===== config.mk =====
export PLATFORM = sky130hd
export DESIGN_NAME = rail_adc_sequencer_flat
export DESIGN_NICKNAME = d
export VERILOG_FILES = /design/src/rtl/rail_adc_sequencer_if.sv /design/src/rtl/rail_adc_sequencer.sv /design/src/flat_wrapper.sv
export SDC_FILE = /design/constraint.sdc
export NUM_CORES = 1
export LEC_CHECK = 0
export ABC_AREA = 1
export BUFFER_PORTS_ARGS = -buffer_cell sky130_fd_sc_hd__buf_2
export CAP_MARGIN = 10
export CORE_ASPECT_RATIO = 1.4
export CORE_MARGIN = 4
export CORE_UTILIZATION = 40
export CTS_CLUSTER_DIAMETER = 50
export DETAILED_ROUTE_END_ITERATION = 8
export SETUP_SLACK_MARGIN = 0.1
export SLEW_MARGIN = 25
export SYNTH_ARGS = -nofsm -noshare
export SYNTH_HDL_FRONTEND = slang
export SYNTH_SLANG_ARGS = --single-unit

===== constraint.sdc =====
create_clock -name sclk -period 7.75 [get_ports sclk]
set_input_delay 0 -clock sclk [delete_from_list [all_inputs] [get_ports sclk]]
set_output_delay 0 -clock sclk [all_outputs]
set_load 0.005 [all_outputs]

===== src/rtl/rail_adc_sequencer_if.sv =====
// rtl/rail_adc_sequencer_if.sv - rail ADC sequencer pin, threshold and result bundle
// The slave side is the sequencer; the master side is the rail pins plus telemetry/fault logic.
interface rail_adc_sequencer_if #(
  parameter int NUMADCS = 5
);
  logic                   enable;
  logic                   start;
  logic [NUMADCS-1:0]     sdat;
  logic [NUMADCS*8-1:0]   th_hi;
  logic [NUMADCS*8-1:0]   th_lo;
  logic                   alarm_clr;
  logic                   cs;
  logic                   mclk;
  logic [NUMADCS*8-1:0]   out_data;
  logic                   data_valid;
  logic                   busy;
  logic [NUMADCS-1:0]     lead_err;
  logic [NUMADCS-1:0]     alarm_hi;
  logic [NUMADCS-1:0]     alarm_lo;

  modport slave (
    input  enable, start, sdat, th_hi, th_lo, alarm_clr,
    output cs, mclk, out_data, data_valid, busy, lead_err, alarm_hi, alarm_lo
  );

  modport master (
    output enable, start, sdat, th_hi, th_lo, alarm_clr,
    input  cs, mclk, out_data, data_valid, busy, lead_err, alarm_hi, alarm_lo
  );
endinterface


===== src/rtl/rail_adc_sequencer.sv =====
// rtl/rail_adc_sequencer.sv - shared cs/mclk scheduler for parallel AD7478 rail-sense ADCs
// Runs one 33-half-period frame per trigger, deserializes every sdat line and checks thresholds.
module rail_adc_sequencer #(
  parameter int SYSCLK_FREQ   = 100_000_000,
  parameter int NUMADCS       = 5,
  parameter int MCLK_DIV      = 5,
  parameter int QUIET_CYCLES  = 10,
  parameter int SAMPLE_PERIOD = 100_000
) (
  input  logic                   sclk,
  input  logic                   rst,
  rail_adc_sequencer_if.slave    bus
);
  localparam int DW = $clog2(MCLK_DIV + 1);
  localparam int QW = $clog2(QUIET_CYCLES + 1);
  localparam int PW = $clog2(SAMPLE_PERIOD);
  localparam bit PARAMS_OK = (SYSCLK_FREQ > 0) && (MCLK_DIV >= 1) && (QUIET_CYCLES >= 1) &&
                             (SAMPLE_PERIOD > 33 * MCLK_DIV + QUIET_CYCLES + 2);

  typedef enum logic [1:0] {IDLE, CONVERT, QUIET} state_t;

  state_t                       state_q, state_d;
  logic [DW-1:0]                div_q, div_d;
  logic [5:0]                   half_q, half_d;
  logic [QW-1:0]                quiet_q, quiet_d;
  logic [PW-1:0]                per_q, per_d;
  logic                         pending_q, pending_d;
  logic                         cs_q, cs_d;
  logic                         mclk_q, mclk_d;
  logic [NUMADCS-1:0][11:0]     sr_q, sr_d;
  logic [NUMADCS*8-1:0]         out_q, out_d;
  logic                         dv_q, dv_d;
  logic [NUMADCS-1:0]           lead_q, lead_d;
  logic [NUMADCS-1:0]           ahi_q, ahi_d;
  logic [NUMADCS-1:0]           alo_q, alo_d;
  logic                         tick;
  logic                         trigger;

  always_ff @(posedge sclk or posedge rst) begin
    if (rst) begin
      state_q   <= IDLE;
      div_q     <= '0;
      half_q    <= '0;
      quiet_q   <= '0;
      per_q     <= '0;
      pending_q <= 1'b0;
      cs_q      <= 1'b1;
      mclk_q    <= 1'b1;
      sr_q      <= '0;
      out_q     <= '0;
      dv_q      <= 1'b0;
      lead_q    <= '0;
      ahi_q     <= '0;
      alo_q     <= '0;
    end else begin
      state_q   <= state_d;
      div_q     <= div_d;
      half_q    <= half_d;
      quiet_q   <= quiet_d;
      per_q     <= per_d;
      pending_q <= pending_d;
      cs_q      <= cs_d;
      mclk_q    <= mclk_d;
      sr_q      <= sr_d;
      out_q     <= out_d;
      dv_q      <= dv_d;
      lead_q    <= lead_d;
      ahi_q     <= ahi_d;
      alo_q     <= alo_d;
    end
  end

  always_comb begin
    state_d   = state_q;
    div_d     = div_q;
    half_d    = half_q;
    quiet_d   = quiet_q;
    pending_d = pending_q;
    cs_d      = cs_q;
    mclk_d    = mclk_q;
    sr_d      = sr_q;
    out_d     = out_q;
    dv_d      = 1'b0;
    lead_d    = lead_q;
    // A set condition later in this block overrides the clear.
    ahi_d     = bus.alarm_clr ? '0 : ahi_q;
    alo_d     = bus.alarm_clr ? '0 : alo_q;
    tick      = bus.enable && (per_q == PW'(SAMPLE_PERIOD - 1));
    per_d     = (bus.enable && !tick) ? per_q + PW'(1) : '0;
    trigger   = bus.start | tick;

    unique case (state_q)
      IDLE: begin
        if (trigger || pending_q) begin
          state_d   = CONVERT;
          pending_d = 1'b0;
          cs_d      = 1'b0;
          mclk_d    = 1'b1;
          div_d     = '0;
          half_d    = '0;
        end
      end
      CONVERT: begin
        if (trigger) pending_d = 1'b1;
        if (div_q == DW'(MCLK_DIV - 1)) begin
          div_d = '0;
          if (half_q == 6'd32) begin
            state_d = QUIET;
            quiet_d = '0;
            cs_d    = 1'b1;
            mclk_d  = 1'b1;
            dv_d    = 1'b1;
            for (int i = 0; i < NUMADCS; i++) begin
              out_d[8*i +: 8] = sr_q[i][7:0];
              lead_d[i]       = |sr_q[i][11:8];
              if (sr_q[i][7:0] > bus.th_hi[8*i +: 8]) ahi_d[i] = 1'b1;
              if (sr_q[i][7:0] < bus.th_lo[8*i +: 8]) alo_d[i] = 1'b1;
            end
          end else begin
            half_d = half_q + 6'd1;
            // Odd halves are low, so leaving an odd half is an mclk rise; rises 1..12 end at half 23.
            mclk_d = half_q[0];
            if (half_q[0] && half_q <= 6'd23) begin
              for (int i = 0; i < NUMADCS; i++) sr_d[i] = {sr_q[i][10:0], bus.sdat[i]};
            end
          end
        end else begin
          div_d = div_q + DW'(1);
        end
      end
      QUIET: begin
        if (trigger) pending_d = 1'b1;
        if (quiet_q == QW'(QUIET_CYCLES)) state_d = IDLE;
        else quiet_d = quiet_q + QW'(1);
      end
      default: state_d = IDLE;
    endcase
  end

  assign bus.cs         = cs_q;
  assign bus.mclk       = mclk_q;
  assign bus.out_data   = out_q;
  assign bus.data_valid = dv_q;
  assign bus.busy       = (state_q != IDLE);
  assign bus.lead_err   = lead_q;
  assign bus.alarm_hi   = ahi_q;
  assign bus.alarm_lo   = alo_q;

  params_ok_a: assert property (@(posedge sclk) PARAMS_OK);
endmodule


===== src/flat_wrapper.sv =====
// flat-port wrapper written by rule: the top's interface ports become plain ports
module rail_adc_sequencer_flat 
#(
  parameter int SYSCLK_FREQ   = 100_000_000,
  parameter int NUMADCS       = 5,
  parameter int MCLK_DIV      = 5,
  parameter int QUIET_CYCLES  = 10,
  parameter int SAMPLE_PERIOD = 100_000
)
  (sclk, rst, bus_enable, bus_start, bus_sdat, bus_th_hi, bus_th_lo, bus_alarm_clr, bus_cs, bus_mclk, bus_out_data, bus_data_valid, bus_busy, bus_lead_err, bus_alarm_hi, bus_alarm_lo);
  rail_adc_sequencer_if #(.NUMADCS(NUMADCS)) bus_i ();
  input  logic sclk;
  input  logic rst;
  input wire logic [$bits(bus_i.enable)-1:0] bus_enable;
  input wire logic [$bits(bus_i.start)-1:0] bus_start;
  input wire logic [$bits(bus_i.sdat)-1:0] bus_sdat;
  input wire logic [$bits(bus_i.th_hi)-1:0] bus_th_hi;
  input wire logic [$bits(bus_i.th_lo)-1:0] bus_th_lo;
  input wire logic [$bits(bus_i.alarm_clr)-1:0] bus_alarm_clr;
  output wire logic [$bits(bus_i.cs)-1:0] bus_cs;
  output wire logic [$bits(bus_i.mclk)-1:0] bus_mclk;
  output wire logic [$bits(bus_i.out_data)-1:0] bus_out_data;
  output wire logic [$bits(bus_i.data_valid)-1:0] bus_data_valid;
  output wire logic [$bits(bus_i.busy)-1:0] bus_busy;
  output wire logic [$bits(bus_i.lead_err)-1:0] bus_lead_err;
  output wire logic [$bits(bus_i.alarm_hi)-1:0] bus_alarm_hi;
  output wire logic [$bits(bus_i.alarm_lo)-1:0] bus_alarm_lo;
  assign bus_i.enable = bus_enable;
  assign bus_i.start = bus_start;
  assign bus_i.sdat = bus_sdat;
  assign bus_i.th_hi = bus_th_hi;
  assign bus_i.th_lo = bus_th_lo;
  assign bus_i.alarm_clr = bus_alarm_clr;
  assign bus_cs = bus_i.cs;
  assign bus_mclk = bus_i.mclk;
  assign bus_out_data = bus_i.out_data;
  assign bus_data_valid = bus_i.data_valid;
  assign bus_busy = bus_i.busy;
  assign bus_lead_err = bus_i.lead_err;
  assign bus_alarm_hi = bus_i.alarm_hi;
  assign bus_alarm_lo = bus_i.alarm_lo;
  rail_adc_sequencer #(.SYSCLK_FREQ(SYSCLK_FREQ), .NUMADCS(NUMADCS), .MCLK_DIV(MCLK_DIV), .QUIET_CYCLES(QUIET_CYCLES), .SAMPLE_PERIOD(SAMPLE_PERIOD)) u_core (.sclk(sclk), .rst(rst), .bus(bus_i));
endmodule

==> results of run 1 <==
path summary, 6_finish.rpt:
kind / startpoint / to / slack [ns] / cells past startpoint
setup / recovery: u_core.state_q[1] / u_core.sr_q[48] / 4.94 / 8
hold / removal: bus_th_hi[16] / u_core.bus.alarm_hi[2] / 0.04 / 5
setup reg to reg: u_core.state_q[1] / u_core.sr_q[48] / 4.94 / 8
hold reg to reg: u_core.per_q[0] / u_core.per_q[0] / 0.46 / 1
max in group asynchronous: rst / u_core.div_q[0] / 6.15 / 4
min in group asynchronous: rst / u_core.bus.out_data[28] / 0.32 / 3
metal layers:
metal  global-route usage, %  vias to the layer above  part of all wire (%)
met1                    20.6                     3112                    44
met2                    28.0                      131                    49
li1                        -                     3534                     -
met3                    3.67                       31                   4.5
met5                       0                        -                     0
met4                    6.15                        0                   2.4
critical path: cells and delay by family (launching register included):
| kind | cells | cell delay (ns) |
|---|---|---|
| compound gates | 1 | 0.06 |
| fa+ha+maj | 1 | 0.48 |
| buf+inv | 3 | 0.78 |
| flops | 1 | 0.39 |
| simple gates | 3 | 0.90 |
cell type report:
cell class	instances	area [sq um]
multi-input combinational	649	3700
clock buffer	19	443
clock inverter	13	179
tap	256	320
fill	1982	10600
inverter	188	712
sequential	151	3780
timing repair buffer	160	871
flip-flops by register name, indices dropped and copies added, names as in the netlist:
register	flops
u_core.bus.alarm_hi	5
u_core.bus.alarm_lo	5
u_core.bus.cs	1
u_core.bus.data_valid	1
u_core.bus.lead_err	5
u_core.bus.mclk	1
u_core.bus.out_data	40
u_core.div_q	3
u_core.half_q	6
u_core.pending_q	1
u_core.per_q	17
u_core.quiet_q	4
u_core.sr_q	60
u_core.state_q	2
placed cells by master, fill, tap and decap left out, types with 3 or more instances in the layout:
cell type / n
nand2_1: 254
inv_1: 183
dfrtp_1: 149
buf_2: 148
ha_1: 85
o21ai_0: 64
a21oi_1: 53
nor2_1: 51
nand3_1: 34
o21ai_1: 31
o21ai_2: 25
clkbuf_16: 17
nor3_1: 13
nand4_1: 11
nor3b_1: 8
dlygate4sd3_1: 8
xor2_1: 6
nor4_1: 5
clkinv_2: 5
clkinvlp_4: 4
bufinv_16: 4
buf_4: 3
timing repair:
| action | in CTS | in global routing |
|---|---|---|
| buffers inserted | 0 | 0 |
| hold buffers | 8 | 0 |
| hold endpoints to repair | 101 | 0 |
| gates resized for setup | 0 | 0 |
logic make-up (layout without fill, tap and decap cells):
kind of cell | after synthesis | after routing | share of synthesized area [%]
flip-flops | 151 | 151 | 45.2
AO/OA/AOI/OAI | 175 | 175 | 11.6
buffers and inverters | 215 | 380 | 10.5
AND/OR/NAND/NOR | 382 | 382 | 19.2
adder cells (fa/ha/maj) | 85 | 85 | 12.7
XOR/XNOR | 7 | 7 | 0.733
power by group through the flow:
stage,combinational (W),sequential [W],clock [W]
global route,0.000440,0.000896,0.000927
finish,0.000373,0.000889,0.000867
CTS,0.000382,0.000888,0.000892
floorplan,0.000275,0.000892,0
detailed placement,0.000376,0.000902,0
global placement,0.000370,0.000902,0
stage by stage:
step | util (%) | total power (W)
CTS | 48.7 | 0.00216
global route | 48.7 | 0.00226
global placement | 45.1 | 0.00127
finish | 48.7 | 0.00213
floorplan | - | 0.00117
detailed placement | 45.3 | 0.00128
==> impl_metrics.json, run 1 <==
{
  "grt_use_total_pct": 16.6,
  "peakVddDrop_uv": 128,
  "fin_ws_ns": 4.94,
  "p_sw_w": 0.000601,
  "ys_seq_area_share_pct": 45.2,
  "ant_nets": 0,
  "dpl.hpwl_um": 13700,
  "placed_cell_area_sq_mm": 0.00931,
  "ys_top_cells_by_area": "dfrtp_1, ha_1, nand2_1, inv_1, o21ai_0",
  "clk_pin_slew_ns": 0.06,
  "yosysWarningCount": 0,
  "synth-edff-count": 0,
  "max_freq_mhz": 355,
  "syn_avg_cell_area_sq_um": 8.24,
  "start_util_pct": 40.7,
  "synth-seq-cells": 151,
  "layout-drive-gt1-share_pct": 18.6,
  "hold_path_class": "input port to flop",
  "core_sq_mm": 0.0206,
  "p_seq_share_pct": 41.7,
  "final_cells": 1436,
  "wirelength_um": 18600,
  "antenna_found_initial": 0,
  "cp_max_fo": 106,
  "swShare_pct": 28.2,
  "placementRows": 62,
  "clock_skew_ns": 0.0111,
  "fin_tns_setup_ns": 0,
  "cts_tree": "built",
  "grt_max_degree": 107,
  "synth_cell_types": 29,
  "root_buffer": "clkbuf_16",
  "antennaDiodeCount": 0,
  "relSlewSlack_pct": 38.1,
  "path_class": "flop to flop",
  "numCtsBuffers": 17,
  "critical-path-max-stage-delay_ns": 0.61,
  "htree_num_levels": 4,
  "synth.most_common_cell": "nand2_1",
  "finalHoldViolCount": 0,
  "internal_power_w": 0.00153,
  "endpoint_kind": "flop",
  "dieArea_sq_mm": 0.0233,
  "synth_common_cells": "nand2_1, inv_1, dfrtp_1, ha_1, o21ai_0",
  "port_buffers": 148,
  "syn-cell-area_sq_mm": 0.00836,
  "crit_chain": "inv_1 > ha_1 > inv_2 > nor3_1 > nand4_1 > buf_4 > nor2_1 > a21oi_1",
  "grt_pass1_wl_um": 30600,
  "cellLeakagePower_nw": 5.52,
  "async_flop_share_pct": 100,
  "gp_congestion": 0.873,
  "start_kind": "flop",
  "holdWs_ns": 0.0411,
  "fin_crit_sh_pct": 36.3,
  "p_comb_share_pct": 17.5,
  "io_pins": 149,
  "drt-wirelength-per-cell_um": 13.0,
  "vias": 6808,
  "dr.pass1.iters": 4,
  "setup_violations": 0,
  "slew_violations": 0,
  "drtIter0Drc": 333,
  "required_ns": 8.01,
  "worst_pin_slew_ns": 0.929,
  "grt_remaining_overflow": 0,
  "clkPwrFrac_pct": 40.7,
  "cp.arrival_ns": 3.08,
  "syn_inst": 1015,
  "place_ws_ns": 4.97,
  "synthToLayoutAreaGrowth_pct": 19.6,
  "clock_latency_ns": 0.42,
  "drv_cap": 0,
  "fp.dieH_um": 179,
  "cts_sinks": 151,
  "die_w_um": 130,
  "synthesis.nets": 1190,
  "period_needed_ns": 2.81,
  "finalInstanceArea_sq_mm": 0.0100,
  "yosysTopAreaCellShare_pct": 44.6,
  "post-place-cells": 1396,
  "grt_setup_unrepaired": "no",
  "power_density_mw_per_mm2": 213,
  "synth_ff_type": "dfrtp_1",
  "synth_largest_area_cell": "dfrtp_1",
  "worst_path_max_delay_cell": "buf_4",
  "drc_errors": 0,
  "grt_pass1_vias": 6446,
  "status": "finished clean",
  "via_per_inst": 4.74,
  "cts.path.max_buffers": 2,
  "layout.nets": 1342
}
Power figures use the tool's default switching activity.
==> run 2: changes to the inputs <==
==> constraint.sdc (replaced) <==
create_clock -name sclk -period 2.86 [get_ports sclk]
set_input_delay 0 -clock sclk [delete_from_list [all_inputs] [get_ports sclk]]
set_output_delay 0 -clock sclk [all_outputs]
set_load 0.005 [all_outputs]
==> run 2 against run 1 <==
Compared with the run above: non-clock buffer count up 5; sequential power increased to 2.7 times the previous value; worst hold slack worse by 0.0049 ns; routed wire length grew 1.3%; final cell count grew 0.35%; critical endpoint is now u_core.sr_q[24]; global-route usage rose by 0.093 points; register-to-register slack worse by 4.1 ns.
==> impl_metrics.json, run 2 (synthesized netlist as in run 1, its figures left out) <==
{
  "p_sw_w": 0.00172,
  "dr.pass1.iters": 6,
  "io_pins": 149,
  "vias": 6753,
  "port_buffers": 148,
  "setup_violations": 0,
  "gp_congestion": 0.879,
  "fillers": 2052,
  "mostFrequentLayoutCells": "nand2_1, inv_1, dfrtp_1",
  "slew_violations": 0,
  "path_class": "flop to flop",
  "met2_usage_pct": 28.6,
  "cts_sinks": 151,
  "grtUsageMet1_pct": 21.1,
  "drc_errors": 0,
  "worst_pin_slew_ns": 0.803,
  "htree_num_levels": 4,
  "final_core_util_pct": 48.7,
  "regMostFlops": "u_core.sr_q",
  "ant_nets": 0,
  "antenna_found_initial": 0,
  "dieArea_sq_mm": 0.0233,
  "post_cts_buffers": 0,
  "drt-wirelength-per-cell_um": 13.1,
  "grt_max_degree": 94,
  "power_density_mw_per_mm2": 565,
  "via_per_inst": 4.69,
  "p_seq_share_pct": 42.5,
  "clkPwrFrac_pct": 38.8,
  "placementRows": 62,
  "cp_max_fo": 64,
  "start_util_pct": 40.7,
  "dpl.hpwl_um": 14100,
  "required_ns": 3.14,
  "clock_latency_ns": 0.42,
  "p_comb_share_pct": 18.7,
  "layout-drive-gt1-share_pct": 19.1,
  "endpoint_kind": "flop",
  "grt_remaining_overflow": 0,
  "cts_tree": "built",
  "antennaDiodeCount": 0,
  "finalHoldViolCount": 0,
  "clock_skew_ns": 0.00682,
  "final_common_cell": "nand2_1",
  "grt_setup_unrepaired": "no",
  "r2r_start": "u_core.state_q[1]",
  "min_from": "bus_th_hi[24]",
  "grt_pass1_vias": 6488,
  "root_buffer": "clkbuf_16",
  "drv_cap": 0,
  "clk_pin_slew_ns": 0.06,
  "internal_power_w": 0.00394,
  "cellLeakagePower_nw": 5.51,
  "fin_crit_sh_pct": 71.4,
  "largest_reg_flops": 60,
  "fin_ws_ns": 0.818,
  "drtIter0Drc": 327,
  "cts_resized": 0,
  "cts.path.max_buffers": 2,
  "core_sq_mm": 0.0206,
  "use_met3_pct": 3.43,
  "wirelength_um": 18900,
  "r2r-end": "u_core.sr_q[24]",
  "numCtsBuffers": 17,
  "status": "finished clean",
  "post-place-cells": 1401,
  "place_ws_ns": 0.629,
  "period_needed_ns": 2.04,
  "synthToLayoutAreaGrowth_pct": 19.7,
  "whs_endpoint": "u_core.bus.alarm_hi[3]",
  "hold_path_class": "input port to flop",
  "r2r_slack_ns": 0.82,
  "top_usage_layer": "met2",
  "cp.arrival_ns": 2.32,
  "fp.dieH_um": 179,
  "max_freq_mhz": 490,
  "start_kind": "flop",
  "die_w_um": 130,
  "grt_use_total_pct": 16.7,
  "peakVddDrop_uv": 308,
  "layout.nets": 1347,
  "fin_tns_setup_ns": 0,
  "final_cells": 1441,
  "swShare_pct": 30.4,
  "placed_cell_area_sq_mm": 0.00935,
  "min_path_cells": 5,
  "relSlewSlack_pct": 46.5,
  "finalInstanceArea_sq_mm": 0.0100,
  "grt_pass1_wl_um": 30900,
  "r2r_cells": 9
}
## run 2: critical path: stages (launching register included)
cell	delay, ns
dfrtp_1	0.40
inv_1	0.09
ha_1	0.21
buf_4	0.21
inv_2	0.06
nor3_1	0.23
nand4_1	0.14
buf_4	0.32
nor2_1	0.17
a21oi_1	0.05
## run 2: power groups by stage
stage | combinational (W) | clock, W | sequential, W
floorplan | 0.000747 | 0 | 0.00242
global placement | 0.00104 | 0 | 0.00244
detailed placement | 0.00106 | 0 | 0.00245
CTS | 0.00108 | 0.00225 | 0.00241
global route | 0.00123 | 0.00235 | 0.00243
finish | 0.00106 | 0.00219 | 0.00240
## run 2: final cells by class
cell class | count | area, sq um | share of cell area, %
tap | 256 | 320 | 3.20
clock buffer | 18 | 439 | 4.39
inverter | 188 | 711 | 7.10
timing repair buffer | 165 | 917 | 9.16
clock inverter | 14 | 143 | 1.42
multi-input combinational | 649 | 3700 | 37.0
sequential | 151 | 3780 | 37.8
## run 2: per-layer routing
layer  part of all wire (%)  vias to the layer above  wire length (um)
li1                       -                     3540                 -
met1                     44                     3081              8310
met2                     50                      113              9460
met3                    4.3                       19               820
met4                    1.5                        0               275
met5                      0                        -                 0
## run 2: through the flow
stage | hold WS [ns] | total power [W]
6_report | 0.0362 | 0.00565
5_1_grt | 0.0529 | 0.00601
4_1_cts | 0.0325 | 0.00574
3_5_place_dp | -0.0629 | 0.00351
3_3_place_gp | -0.0625 | 0.00348
2_1_floorplan | 0.119 | 0.00317
## run 2: worst max path at each step
stage / from / endpoint / slack (ns)
2_1_floorplan: rst / u_core.bus.alarm_hi[0] / 0.96
3_3_place_gp: u_core.half_q[0] / u_core.bus.alarm_hi[4] / 0.72
3_5_place_dp: u_core.half_q[0] / u_core.bus.alarm_hi[0] / 0.63
4_1_cts: u_core.half_q[0] / u_core.bus.alarm_hi[0] / 0.60
5_1_grt: u_core.state_q[1] / u_core.sr_q[24] / 0.59
6_report: u_core.state_q[1] / u_core.sr_q[24] / 0.82
## run 2: what timing repair did
action	CTS	global route
setup endpoints to repair	0	0
hold buffers	8	0
endpoints found under the hold margin	159	0
